[config.mk]
export PLATFORM = sky130hd
export DESIGN_NAME = spi_master
export DESIGN_NICKNAME = d
export VERILOG_FILES = /design/src/rtl/spi_master.sv
export SDC_FILE = /design/constraint.sdc
export NUM_CORES = 1
export LEC_CHECK = 0
export BUFFER_PORTS_ARGS = -buffer_cell sky130_fd_sc_hd__buf_2
export CORE_ASPECT_RATIO = 0.7
export CORE_MARGIN = 2
export CORE_UTILIZATION = 30
export DETAILED_ROUTE_END_ITERATION = 8
export GPL_TIMING_DRIVEN = 0
export PLACE_DENSITY = 0.48
export SLEW_MARGIN = 0
export SYNTH_ARGS = -nofsm -noshare
export SYNTH_HDL_FRONTEND = slang
export SYNTH_SLANG_ARGS = --single-unit
[constraint.sdc]
create_clock -name clk -period 1.46 [get_ports clk]
set_input_delay 0.219 -clock clk [delete_from_list [all_inputs] [get_ports clk]]
set_output_delay 0.219 -clock clk [all_outputs]
set_load 0.01 [all_outputs]
[src/rtl/spi_master.sv]
// spi_master: single-mode SPI master (CPHA=0, MSB first, configurable CPOL).
// Shifts one DATA_WIDTH word out on mosi per request, samples miso on each
// leading sclk edge, and returns the received word with a one-cycle rx_valid.
module spi_master #(
    parameter int unsigned DATA_WIDTH = 8,
    parameter int unsigned SLAVES     = 1,
    parameter int unsigned CLK_DIV    = 2,
    parameter bit          CPOL       = 1'b0
) (
    input  logic                                            clk,
    input  logic                                            rst,
    input  logic                                            tx_valid,
    output logic                                            tx_ready,
    input  logic [DATA_WIDTH-1:0]                           tx_data,
    input  logic [((SLAVES > 1) ? $clog2(SLAVES) : 1)-1:0]  tx_ss,
    output logic                                            rx_valid,
    output logic [DATA_WIDTH-1:0]                           rx_data,
    output logic                                            busy,
    output logic                                            sclk,
    output logic                                            mosi,
    input  logic                                            miso,
    output logic [SLAVES-1:0]                               ss_n
);

    localparam int unsigned SSW   = (SLAVES > 1) ? $clog2(SLAVES) : 1;
    localparam int unsigned DIVW  = (CLK_DIV > 1) ? $clog2(CLK_DIV) : 1;
    localparam int unsigned EDGEW = $clog2(2 * DATA_WIDTH + 1);

    // Reject parameter values that cannot produce a meaningful transfer.
    if (DATA_WIDTH < 1) begin : g_bad_width
        $error("spi_master: DATA_WIDTH must be >= 1");
    end
    if (SLAVES < 1) begin : g_bad_slaves
        $error("spi_master: SLAVES must be >= 1");
    end
    if (CLK_DIV < 2) begin : g_bad_div
        $error("spi_master: CLK_DIV must be >= 2");
    end

    typedef enum logic [2:0] {
        S_IDLE,
        S_SETUP,
        S_XFER,
        S_HOLD,
        S_GAP
    } state_t;

    state_t                 state_q;
    logic [DIVW-1:0]        div_q;
    logic [EDGEW-1:0]       edge_q;
    logic [DATA_WIDTH-1:0]  tx_sr_q;
    logic [DATA_WIDTH-1:0]  rx_sr_q;
    logic [DATA_WIDTH-1:0]  rx_data_q;
    logic [SLAVES-1:0]      ss_n_q;
    logic                   tx_ready_q;
    logic                   rx_valid_q;
    logic                   busy_q;
    logic                   sclk_q;
    logic                   mosi_q;

    logic                   tick_c;
    logic [EDGEW-1:0]       edge_d;
    logic [DATA_WIDTH-1:0]  tx_shl_c;
    logic [DATA_WIDTH-1:0]  rx_shift_c;
    logic [SLAVES-1:0]      ss_sel_c;

    // Half-period boundary, next sclk edge index, and shift-register next values.
    assign tick_c     = (div_q == DIVW'(CLK_DIV - 1));
    assign edge_d     = edge_q + EDGEW'(1);
    assign tx_shl_c   = tx_sr_q << 1;
    assign rx_shift_c = (rx_sr_q << 1) | DATA_WIDTH'(miso);

    // Decode the requested slave; an out-of-range index selects nobody.
    always_comb begin
        ss_sel_c = '1;
        for (int unsigned i = 0; i < SLAVES; i++) begin
            if (tx_ss == SSW'(i)) begin
                ss_sel_c[i] = 1'b0;
            end
        end
    end

    // Transfer sequencer: every phase after IDLE lasts a multiple of CLK_DIV cycles.
    always_ff @(posedge clk) begin
        if (rst) begin
            state_q    <= S_IDLE;
            div_q      <= '0;
            edge_q     <= '0;
            tx_sr_q    <= '0;
            rx_sr_q    <= '0;
            rx_data_q  <= '0;
            ss_n_q     <= '1;
            tx_ready_q <= 1'b0;
            rx_valid_q <= 1'b0;
            busy_q     <= 1'b0;
            sclk_q     <= CPOL;
            mosi_q     <= 1'b0;
        end else begin
            rx_valid_q <= 1'b0;
            if (state_q == S_IDLE || tick_c) begin
                div_q <= '0;
            end else begin
                div_q <= div_q + DIVW'(1);
            end

            case (state_q)
                S_IDLE: begin
                    if (tx_valid && tx_ready_q) begin
                        tx_sr_q    <= tx_data;
                        rx_sr_q    <= '0;
                        ss_n_q     <= ss_sel_c;
                        mosi_q     <= tx_data[DATA_WIDTH-1];
                        edge_q     <= '0;
                        tx_ready_q <= 1'b0;
                        busy_q     <= 1'b1;
                        state_q    <= S_SETUP;
                    end else begin
                        tx_ready_q <= 1'b1;
                    end
                end
                S_SETUP: begin
                    // First leading edge coincides with leaving SETUP.
                    if (tick_c) begin
                        sclk_q  <= ~sclk_q;
                        rx_sr_q <= rx_shift_c;
                        edge_q  <= edge_d;
                        state_q <= S_XFER;
                    end
                end
                S_XFER: begin
                    if (tick_c) begin
                        sclk_q <= ~sclk_q;
                        edge_q <= edge_d;
                        if (edge_d[0]) begin
                            rx_sr_q <= rx_shift_c;
                        end else if (edge_d == EDGEW'(2 * DATA_WIDTH)) begin
                            state_q <= S_HOLD;
                        end else begin
                            tx_sr_q <= tx_shl_c;
                            mosi_q  <= tx_shl_c[DATA_WIDTH-1];
                        end
                    end
                end
                S_HOLD: begin
                    if (tick_c) begin
                        ss_n_q     <= '1;
                        mosi_q     <= 1'b0;
                        rx_valid_q <= 1'b1;
                        rx_data_q  <= rx_sr_q;
                        state_q    <= S_GAP;
                    end
                end
                S_GAP: begin
                    if (tick_c) begin
                        tx_ready_q <= 1'b1;
                        busy_q     <= 1'b0;
                        state_q    <= S_IDLE;
                    end
                end
                default: begin
                    state_q <= S_IDLE;
                end
            endcase
        end
    end

    assign tx_ready = tx_ready_q;
    assign rx_valid = rx_valid_q;
    assign rx_data  = rx_data_q;
    assign busy     = busy_q;
    assign sclk     = sclk_q;
    assign mosi     = mosi_q;
    assign ss_n     = ss_n_q;

endmodule

After elaboration in Yosys (flattened, before gate mapping)

Cells that the tools add are included.

Memories: 0
Bits in registers: 38
Bits in latches: 0
Word-level logic and storage cells: 90
Output and inout port bits: 14
ROM bits: 0
RAM bits: 0

Multipliers: 0
Add/subtract/negate cells: 2
Equal/unequal tests: 15
Div/mod/pow operators: 0
Bitwise gates (word level): 3
Multiplexer cells: 36
$lt $le $gt $ge: 0
Shift operators: 0
Reduce and logical (&&, ||, !) cells: 22

Operator list:

| cell                  | number |
|---|---|
| $mux W8               | 4 |
| $mux W7               | 4 |
| $pmux W8 S3           | 1 |
| $mux W3               | 7 |
| $ne A2 B2 Y1 const B  | 8 |
| $pmux W3 S5           | 1 |
| $pmux W7 S2           | 1 |
| $mux W1               | 11 |
| $mux W5               | 2 |
| $pmux W5 S2           | 1 |
| $reduce_and A5 Y1     | 2 |
| $reduce_and A3 Y1     | 3 |
| $or A8 B1 Y8          | 1 |
| $reduce_bool A2 Y1    | 4 |
| $reduce_and A7 Y1     | 1 |
| $eq A3 B2 Y1 const B  | 2 |
| $pmux W1 S2           | 3 |
| $reduce_and A2 Y1     | 3 |
| $reduce_and A6 Y1     | 1 |
| $reduce_bool A3 Y1    | 2 |
| $reduce_or A2 Y1      | 3 |
| $add A5 B1 Y5 const B | 1 |
| $eq A5 B5 Y1 const B  | 1 |
| $ne A2 B1 Y1 const B  | 2 |
| other kinds (8)       | 9 |

Depth between registers and ports, before layout

Gate-level depths: netlist (run 1).

Depth in word-level cells: 6
Depth in mapped cells: 7
Depth with buffers taken out: 5

Worst setup path after synthesis (run 1)

Ideal clock, no wire load.

Path type: register to register
Start point: register div_q
End point: register rx_sr_q[7]
Arrival time: 1411 ps
Period minus slack after synthesis: 1532 ps
Path buffers: 2
Library setup time: 121 ps
Cell stages (with the launch flop): 7
Setup slack: -72 ps
Path through: dfxtp_1 buf_6 and2_4 buf_6 nor3b_4 o21ai_4 mux2_4

Word-level cells in the longest chain between the ends: 2
Elaborated cells between the ends (all ways): 3
Those cells by class: 2 x eq/ne; 1 x reduce/logical

Ends and longest elaborated chain:

| element                                | RTL line | RTL |
|---|---|---|
| start, declared                        | 49       | `logic [DIVW-1:0] div_q;` |
| start signal, assigned                 | 103      | `div_q <= div_q + DIVW'(1);` |
| $ne A2 B2 Y1 (no source line)          | n/a      |  |
| $reduce_and A5 Y1 (no source line) (*) | n/a      |  |
| end signal, assigned                   | 125      | `rx_sr_q <= rx_shift_c;` |
| end signal, assigned                   | 135      | `rx_sr_q <= rx_shift_c;` |
| end, declared                          | 52       | `logic [DATA_WIDTH-1:0] rx_sr_q;` |

Every way passes the cells marked *; elsewhere a longest branch is shown, timed or not.
A chain may end at the register's enable or synchronous reset.

Worst setup path in the final report (run 1)

Start point: register edge_q[3]
End point: register mosi_q, in the netlist mosi

Word-level cells in the longest chain between the ends: 4

Ends and longest elaborated chain:

| element                            | RTL line | RTL |
|---|---|---|
| start, declared                    | 50       | `logic [EDGEW-1:0] edge_q;` |
| start signal, assigned             | 126      | `edge_q <= edge_d;` |
| start signal, assigned             | 133      | `edge_q <= edge_d;` |
| $add A5 B1 Y5                      | 69       | `assign edge_d = edge_q + EDGEW'(1);` |
| $eq A5 B5 Y1                       | 136      | `end else if (edge_d == EDGEW'(2 * DATA_WIDTH)) begin` |
| $ne A2 B2 Y1 (no source line)      | n/a      |  |
| $reduce_and A6 Y1 (no source line) | n/a      |  |
| end signal, assigned               | 112      | `mosi_q <= tx_data[DATA_WIDTH-1];` |
| end signal, assigned               | 140      | `mosi_q <= tx_shl_c[DATA_WIDTH-1];` |
| end, declared                      | 59       | `logic mosi_q;` |

Every way passes these cells.

==> results.toml, run 1 <==
[outcome]
status = "finished with violations"
violations = "setup timing"

[cells_and_area]
final_common_cell = "dfxtp_1"
final_cell_mix = "dfxtp_1 (31), nand2_1 (29), buf_2 (27), a21oi_1 (17), mux2i_1 (13)"
nets = 253
fin_cells = 315
drive_above_1_share = 0.3750
nFillCells = 623
fin_util = 0.4067
antenna_cells = 0
area_growth_pct = 28.57
fin_area_sq_um = 2376

[placement]
dp_cells = 305
numPortBuffers = 26
dp_hpwl_um = 3025
place_area_sq_um = 2072
gp_congestion = 0.7837

[setup_path]
reg2reg_setup_slack_ns = -0.08
r2r-end = "mosi$_SDFFE_PP0P_"
endpoint_kind = "flop"
required_ns = 1.64
critPathMaxFanout = 4
reg2reg_from = "edge_q[3]$_SDFFE_PP0P_"
start_kind = "flop"
critPathArrivalTime_ns = 1.72
path_class = "reg -> reg"
reg2regPathDepth = 4

[global_route]
grt_pass1_wl_um = 7500
grt_max_degree = 13
grt_pass1_vias = 1488
track_usage = 0.1392
gr-total-overflow = 0
antenna_found_initial = 0

[worst_hold_path]
hold_class = "in -> reg"
hold_path.startpoint = "tx_data[0]"
min_path_cells = 3
worstHoldEndpoint = "tx_sr_q[0]$_SDFFE_PP0P_"

[detailed_routing]
dr_wl_met2_um = 1904
first_pass_iters = 4
dr_wl_met3_um = 167
wl_per_cell_um = 14.52
ant_nets = 0
viasPerCell = 4.860
vias = 1531
wl_met1_um = 2469
highest_layer = "met4"
drc = 0
routed_wl_um = 4575
detail_route.iter0.violations = 62

[yosys]
synthArstFlopShare = 0
synth_edf_count = 0
synth_fp_nets = 218
synth_cells = 204
ys.warnings.count = 0
synth_area_sq_um = 1848
ys.flop_type = "dfxtp_1"
yosysUniqueCellTypes = 46
syn_area_per_cell_sq_um = 9.059
synth-seq-cells = 38
synth_seq_area_share = 0.4116

[floorplan]
die_h_um = 69.67
chipWidth_um = 97.81
core_sq_um = 5842
start_util = 0.3163
row_count = 23
top_level_ports = 27
dieArea_sq_um = 6814

[clock_network]
numCtsBuffers = 5
cts.sinks = 38
h-tree-depth = 2
clk_path_buf_depth = 2
cts-root-buf = "clkbuf_8"
insertion_delay_ns = 0.29
clk_pin_slew_ns = 0.08
tritoncts = "built"

[sta]
period_share = 1.054
maxSlewViolCount = 0
tightest_slew_ns = 0.6300
slew_headroom = 0.5800
finalSetupViolCount = 6
period_needed_ns = 1.539
hold_viol_final = 0
finalHoldWorstSlack_ns = 0.1691
setup_slack_ns = -0.07935
clock.fmax_mhz = 649.6
fin_skew_ns = 0.004139
tns_ns = -0.2365
rsz0062_at_grt = "true"

[power]
peakVddDrop_uv = 357.8
leakage_uw = 0.0008881
p_per_area_nw_per_um2 = 950.0

[flow_run]
maxCapViolCount = 0
-- worst max-delay path, cell delays in order (launching register included) --
cell	delay (ns)
dfxtp_4	0.36
or3b_4	0.42
a21oi_4	0.24
a211oi_2	0.12
mux2_4	0.30
-- cells in the mapped netlist, types with 2 or more instances --
library cell	instances	share of area
and2_1	2	0.0068
a31oi_1	2	0.0068
or3_1	3	0.010
a21oi_1	17	0.046
xor2_1	2	0.0095
o21ai_0	3	0.0081
clkbuf_2	2	0.0054
nor3_1	5	0.014
nand2b_1	12	0.041
and3_1	3	0.010
buf_6	4	0.024
clkbuf_8	2	0.015
nand3_1	11	0.030
clkbuf_1	5	0.010
nor2_1	4	0.0081
mux2i_1	13	0.070
nand2_1	30	0.061
dfxtp_1	38	0.41
nand3b_1	3	0.012
a211oi_1	14	0.057
nor2b_1	2	0.0068
nor4b_1	2	0.0095
xnor2_1	2	0.0095
-- layout make-up --
class,count,area [sq um],area share
clock buffers,5,68.82,0.02896
plain buffers,12,101.3,0.04265
multi-input cells,149,1101,0.4634
repair buffers,32,187.7,0.07899
well taps,75,93.84,0.03949
flip-flops and latches,38,779.5,0.3281
inverters,1,3.754,0.001580
clock inverters,3,40.04,0.01685
-- power breakdown --
group | leakage (uW) | internal (uW) | switching (uW)
Sequential | 0.000312 | 1060 | 27.8
Combinational | 0.000518 | 129 | 145
Clock | 0.0000579 | 503 | 391
Total | 0.000888 | 1690 | 563
-- routing by layer --
metal	GRT usage	vias to the layer above
met5	0	-
li1	-	791
met4	0.03704	0
met3	0.03629	4
met2	0.1977	20
met1	0.2067	716
-- metrics by stage --
step / worst slack [ns] / power, uW
finish: -0.07935 / 2257
global route: -0.1168 / 2357
CTS: -0.05428 / 2257
detailed placement: -0.2395 / 1345
global placement: -0.2458 / 1346
floorplan: -0.07202 / 1273
-- flip-flops by register name, indices dropped and copies added, names as in the netlist --
signal	cells
rx_valid	1
mosi	1
edge_q	5
rx_data	8
tx_sr_q	7
rx_sr_q	8
busy	1
tx_ready	1
div_q	1
sclk	1
ss_n	1
state_q	3
-- cells by family after synthesis --
kind of cell,share of synthesized area
adders and majority gates,0.006769
buffers and inverters,0.06567
xor gates and xnor gates,0.01896
and+or+nand+nor,0.2485
AOI/OAI and AO/OA,0.1638
muxes,0.08463
DFF,0.4116
-- worst max path at each step --
| stage | start | end | slack [ns] | cells after the start |
|---|---|---|---|---|
| 2_1_floorplan | div_q$_SDFF_PP0_ | rx_sr_q[7]$_SDFFE_PP0P_ | -0.07 | 6 |
| 3_3_place_gp | tx_ready$_SDFFE_PP0P_ | tx_sr_q[4]$_SDFFE_PP0P_ | -0.25 | 6 |
| 3_5_place_dp | tx_ready$_SDFFE_PP0P_ | tx_sr_q[5]$_SDFFE_PP0P_ | -0.24 | 6 |
| 4_1_cts | state_q[1]$_SDFFE_PP0P_ | mosi$_SDFFE_PP0P_ | -0.05 | 5 |
| 5_1_grt | edge_q[3]$_SDFFE_PP0P_ | mosi$_SDFFE_PP0P_ | -0.12 | 4 |
| 6_report | edge_q[3]$_SDFFE_PP0P_ | mosi$_SDFFE_PP0P_ | -0.08 | 4 |
-- timing repair --
action / CTS / global route
resized for setup: 25 / 18
endpoints found under the setup margin: 32 / 30
setup buffers: 4 / 2
pin swaps: 5 / 7
hold buffers: 0 / 0
gates cloned: 0 / 0
No activity file was read; power rests on OpenSTA's default activity.
==> inputs of run 2 (changes only) <==
--- a/config.mk
+++ b/config.mk
@@ -8,10 +8,10 @@
 export BUFFER_PORTS_ARGS = -buffer_cell sky130_fd_sc_hd__buf_2
 export CORE_ASPECT_RATIO = 0.7
 export CORE_MARGIN = 2
-export CORE_UTILIZATION = 30
+export CORE_UTILIZATION = 50
 export DETAILED_ROUTE_END_ITERATION = 8
 export GPL_TIMING_DRIVEN = 0
-export PLACE_DENSITY = 0.48
+export PLACE_DENSITY = 0.73
 export SLEW_MARGIN = 0
 export SYNTH_ARGS = -nofsm -noshare
 export SYNTH_HDL_FRONTEND = slang
==> results.toml, run 2 (synthesis gave the netlist of run 1 again) <==
[placement]
dp_hpwl_um = 2750
gp_congestion = 0.8254
numPortBuffers = 26

[floorplan]
dieArea_sq_um = 4206
core_sq_um = 3536
start_util = 0.5226
top_level_ports = 27
chipWidth_um = 76.67
die_h_um = 54.87
row_count = 18

[global_route]
gr-total-overflow = 0
grt_pass1_vias = 1426
grt_max_degree = 12
antenna_found_initial = 0
grt_pass1_wl_um = 6782
track_usage = 0.2161

[cells_and_area]
seqCellArea_sq_um = 772.0
final_cell_mix = "dfxtp_1 (31), nand2_1 (30), buf_2 (26), a21oi_1 (17), mux2i_1 (13)"
area_growth_pct = 25.05
multi_input_area_sq_um = 1064
drive_above_1_share = 0.3568
nets = 254
fin_util = 0.6536
antenna_cells = 0
nFillCells = 307
final_common_cell = "dfxtp_1"

[setup_path]
critPathMaxFanout = 5
start_kind = "flop"
reg2reg_setup_slack_ns = -0.08
endpoint_kind = "flop"
required_ns = 1.65
path_class = "reg -> reg"
critPathArrivalTime_ns = 1.73

[power]
pwr-share-clk = 0.381
leakage_uw = 0.0008794
swShare = 0.2413
peakVddDrop_uv = 646.1
power.internal_uw = 1672
seq_power_share = 0.496
p_per_area_nw_per_um2 = 953.7
power.switching_uw = 531.9
p_comb_frac = 0.123

[detailed_routing]
ant_nets = 0
wl_per_cell_um = 15.05
detail_route.iter0.violations = 123
routed_wl_um = 4379
wl_met1_um = 2084
highest_layer = "met4"
first_pass_iters = 6
viasPerCell = 5.460
dr_wl_met3_um = 268
dr_wl_met2_um = 1950
drc = 0
vias = 1589

[sta]
tns_ns = -0.3388
period_needed_ns = 1.540
hold_viol_final = 0
tightest_slew_ns = 0.5893
maxSlewViolCount = 0
fin_skew_ns = 0.006314
rsz0062_at_grt = "true"
finalSetupViolCount = 9
clock.fmax_mhz = 649.3
setup_slack_ns = -0.08014
period_share = 1.055
slew_headroom = 0.6072

[clock_network]
clk_pin_slew_ns = 0.07
h-tree-depth = 2
cts-root-buf = "clkbuf_8"
tritoncts = "built"
numCtsBuffers = 5
insertion_delay_ns = 0.29
ctsHoldBuffers = 0
cts.sinks = 38
clk_path_buf_depth = 2

[flow_run]
maxCapViolCount = 0

[outcome]
status = "finished with violations"
violations = "setup timing"

[worst_hold_path]
hold_class = "in -> reg"
==> run 2: worst paths after layout <==
path,from,endpoint,depth (start not counted)
setup / recovery,edge_q[1]$_SDFFE_PP0P_,mosi$_SDFFE_PP0P_,4
hold / removal,miso,rx_sr_q[0]$_SDFFE_PP0P_,3
setup reg to reg,edge_q[1]$_SDFFE_PP0P_,mosi$_SDFFE_PP0P_,4
hold reg to reg,rx_sr_q[7]$_SDFFE_PP0P_,rx_data[7]$_SDFFE_PP0P_,2
==> run 2: metal layers <==
layer,vias to the layer above,track usage
met1,740,0.2846
li1,793,-
met3,7,0.05281
met5,-,0
met2,49,0.3348
met4,0,0.1152
==> run 2: power groups by stage <==
stage | combinational, uW | clock (uW) | sequential [uW]
2_1_floorplan | 163 | 0 | 1110
3_3_place_gp | 228 | 0 | 1110
3_5_place_dp | 229 | 0 | 1110
4_1_cts | 253 | 861 | 1090
5_1_grt | 295 | 892 | 1090
6_report | 271 | 841 | 1090
==> run 2: cell type report <==
type,instances,area share
Buffer,12,0.04494
Timing Repair Buffer,33,0.08446
Multi-Input combinational cell,149,0.4602
Sequential cell,38,0.3341
Inverter,1,0.001624
Tap cell,50,0.02707
Clock buffer,8,0.04764
==> run 2: what timing repair did <==
action                                  CTS  global route
hold endpoints to repair                  0             0
pin swaps                                 4             1
endpoints found under the setup margin   23            28
resized for setup                        18            17
buffers inserted                          5             2
==> run 2: critical path: stages, from the launching register on <==
cell	delay, ns
dfxtp_2	0.35
or3b_4	0.41
a21oi_4	0.23
a211oi_2	0.13
mux2_4	0.31
==> run 2: metrics by stage <==
| stage | worst slack [ns] | instance area (sq um) | total power (uW) | instances | hold WS [ns] |
|---|---|---|---|---|---|
| after global placement | -0.1971 | 2041 | 1337 | 280 | 0.4407 |
| after CTS | -0.07171 | 2236 | 2203 | 289 | 0.1577 |
| after detailed placement | -0.1902 | 2041 | 1339 | 280 | 0.4463 |
| final | -0.08014 | 2311 | 2204 | 291 | 0.1640 |
| after global routing | -0.1151 | 2311 | 2282 | 291 | 0.1804 |
| after floorplan | -0.07202 | 1848 | 1273 | 204 | 0.3550 |
==> inputs of run 3 (changes only) <==
--- a/config.mk
+++ b/config.mk
@@ -9,6 +9,7 @@
 export CORE_ASPECT_RATIO = 0.7
 export CORE_MARGIN = 2
 export CORE_UTILIZATION = 50
+export CTS_BUF_LIST = sky130_fd_sc_hd__clkbuf_16
 export DETAILED_ROUTE_END_ITERATION = 8
 export GPL_TIMING_DRIVEN = 0
 export PLACE_DENSITY = 0.73
==> results.toml, run 3 (synthesis gave the netlist of run 1 again) <==
[sta]
fin_skew_ns = 0.004936
period_share = 1.046
clock.fmax_mhz = 654.8
setup_slack_ns = -0.06715
finalSetupViolCount = 3
finalHoldWorstSlack_ns = 0.1803
slew_headroom = 0.5819
hold_viol_final = 0
rsz0062_at_grt = "true"
maxSlewViolCount = 0
tns_ns = -0.09396
tightest_slew_ns = 0.6272
period_needed_ns = 1.527

[detailed_routing]
vias = 1616
detail_route.iter0.violations = 115
wl_per_cell_um = 15.95
viasPerCell = 5.515
drc = 0
ant_nets = 0
first_pass_iters = 4
routed_wl_um = 4674

[power]
seq_power_share = 0.451
p_comb_frac = 0.121
peakVddDrop_uv = 702.0
leakage_uw = 0.0009151
power.switching_uw = 599.6
power.internal_uw = 1820
p_per_area_nw_per_um2 = 1014
pwr-share-clk = 0.428
swShare = 0.2479

[global_route]
antenna_found_initial = 0
grt_max_degree = 12
gr-total-overflow = 0
track_usage = 0.2294
grt_pass1_vias = 1518
grt_pass1_wl_um = 7182

[placement]
numPortBuffers = 26
gp_congestion = 0.8254
dp_hpwl_um = 2750

[floorplan]
dieArea_sq_um = 4206
top_level_ports = 27
core_sq_um = 3536
chipWidth_um = 76.67
row_count = 18
start_util = 0.5226
die_h_um = 54.87

[clock_network]
cts.sinks = 38
numCtsBuffers = 5
clk_path_buf_depth = 2
ctsHoldBuffers = 0
h-tree-depth = 2
clk_pin_slew_ns = 0.05
insertion_delay_ns = 0.29
cts-root-buf = "clkbuf_16"
tritoncts = "built"

[setup_path]
cpPeakStageDelay_ns = 0.33
path_cells = "and3b_1, buf_2, nor2_1, a211oi_2, mux2_4"
slowest_stage = "dfxtp_2"
critPathMaxFanout = 7
start_kind = "flop"
endpoint_kind = "flop"
critPathArrivalTime_ns = 1.70
required_ns = 1.63
path_class = "reg -> reg"

[worst_hold_path]
hold_class = "in -> reg"

[cells_and_area]
area_growth_pct = 29.05
antenna_cells = 0
drive_above_1_share = 0.3827
final_common_cell = "dfxtp_1"
nets = 256
final_cell_mix = "dfxtp_1 (31), nand2_1 (29), buf_2 (28), a21oi_1 (16), nand2b_1 (12)"

[outcome]
violations = "setup timing"
status = "finished with violations"

[flow_run]
maxCapViolCount = 0
-- run 3: cell types whose count changed in the layout (fill, tap and decap cells not counted), moves of 2 or more --
cell       previous run  this run
clkbuf_8             10         2
clkbuf_16             0         5
a211oi_1              8         5
a211oi_2              6         9
buf_4                 6         9
clkinv_1              0         3
buf_2                26        28
clkbuf_4              2         0
mux2i_1              13        11
mux2i_2               0         2
-- run 3: worst paths after layout --
path                           start                 endpoint  slack, ns  cells after the start
max          state_q[1]$_SDFFE_PP0P_        mosi$_SDFFE_PP0P_      -0.07                      5
min                       tx_data[0]  tx_sr_q[0]$_SDFFE_PP0P_       0.18                      3
max reg2reg  state_q[1]$_SDFFE_PP0P_        mosi$_SDFFE_PP0P_      -0.07                      5
min reg2reg  rx_sr_q[7]$_SDFFE_PP0P_  rx_data[7]$_SDFFE_PP0P_       0.45                      2
-- run 3: power groups by stage --
stage               logic [uW]  clock network [uW]  registers [uW]
finish                     294                1030            1090
global route               314                1080            1090
global placement           228                   0            1110
floorplan                  163                   0            1110
CTS                        259                1030            1090
detailed placement         229                   0            1110
-- run 3: cell type report --
type	instances	area, sq um
Tap cell	50	62.56
Inverter	1	3.754
Multi-Input combinational cell	149	1099
Clock buffer	5	125.1
Clock inverter	3	11.26
Sequential cell	38	772.0
Timing Repair Buffer	35	210.2
Fill cell	298	1151
Buffer	12	101.3
-- run 3: metal layers --
metal | vias to the layer above | wire [um] | global-route usage
li1 | 794 | - | -
met1 | 771 | 2221 | 0.2966
met2 | 41 | 2144 | 0.3596
met3 | 10 | 224 | 0.05611
met4 | 0 | 85 | 0.1303
met5 | - | 0 | 0
-- run 3: what timing repair did --
item | CTS | global route
pin swaps | 5 | 4
setup endpoints to repair | 24 | 13
setup buffers | 8 | 1
gates cloned | 0 | 0
resized for setup | 20 | 24
-- run 3: worst max-delay path: cells and delay by family, from the launching register on --
kind | cells | cell delay [ns]
mux | 1 | 0.33
buf+inv | 1 | 0.19
compound gates | 1 | 0.29
simple gates | 2 | 0.28
flops | 1 | 0.33
-- run 3: through the flow --
| step | utilization | instances | total power, uW | instance area, sq um | setup WS, ns |
|---|---|---|---|---|---|
| finish | 0.6745 | 293 | 2419 | 2385 | -0.06715 |
| CTS | 0.6472 | 292 | 2380 | 2288 | -0.02595 |
| detailed placement | 0.5771 | 280 | 1339 | 2041 | -0.1902 |
| global placement | 0.5771 | 280 | 1337 | 2041 | -0.1971 |
| floorplan | - | 204 | 1273 | 1848 | -0.07202 |
| global route | 0.6745 | 293 | 2487 | 2385 | -0.1043 |
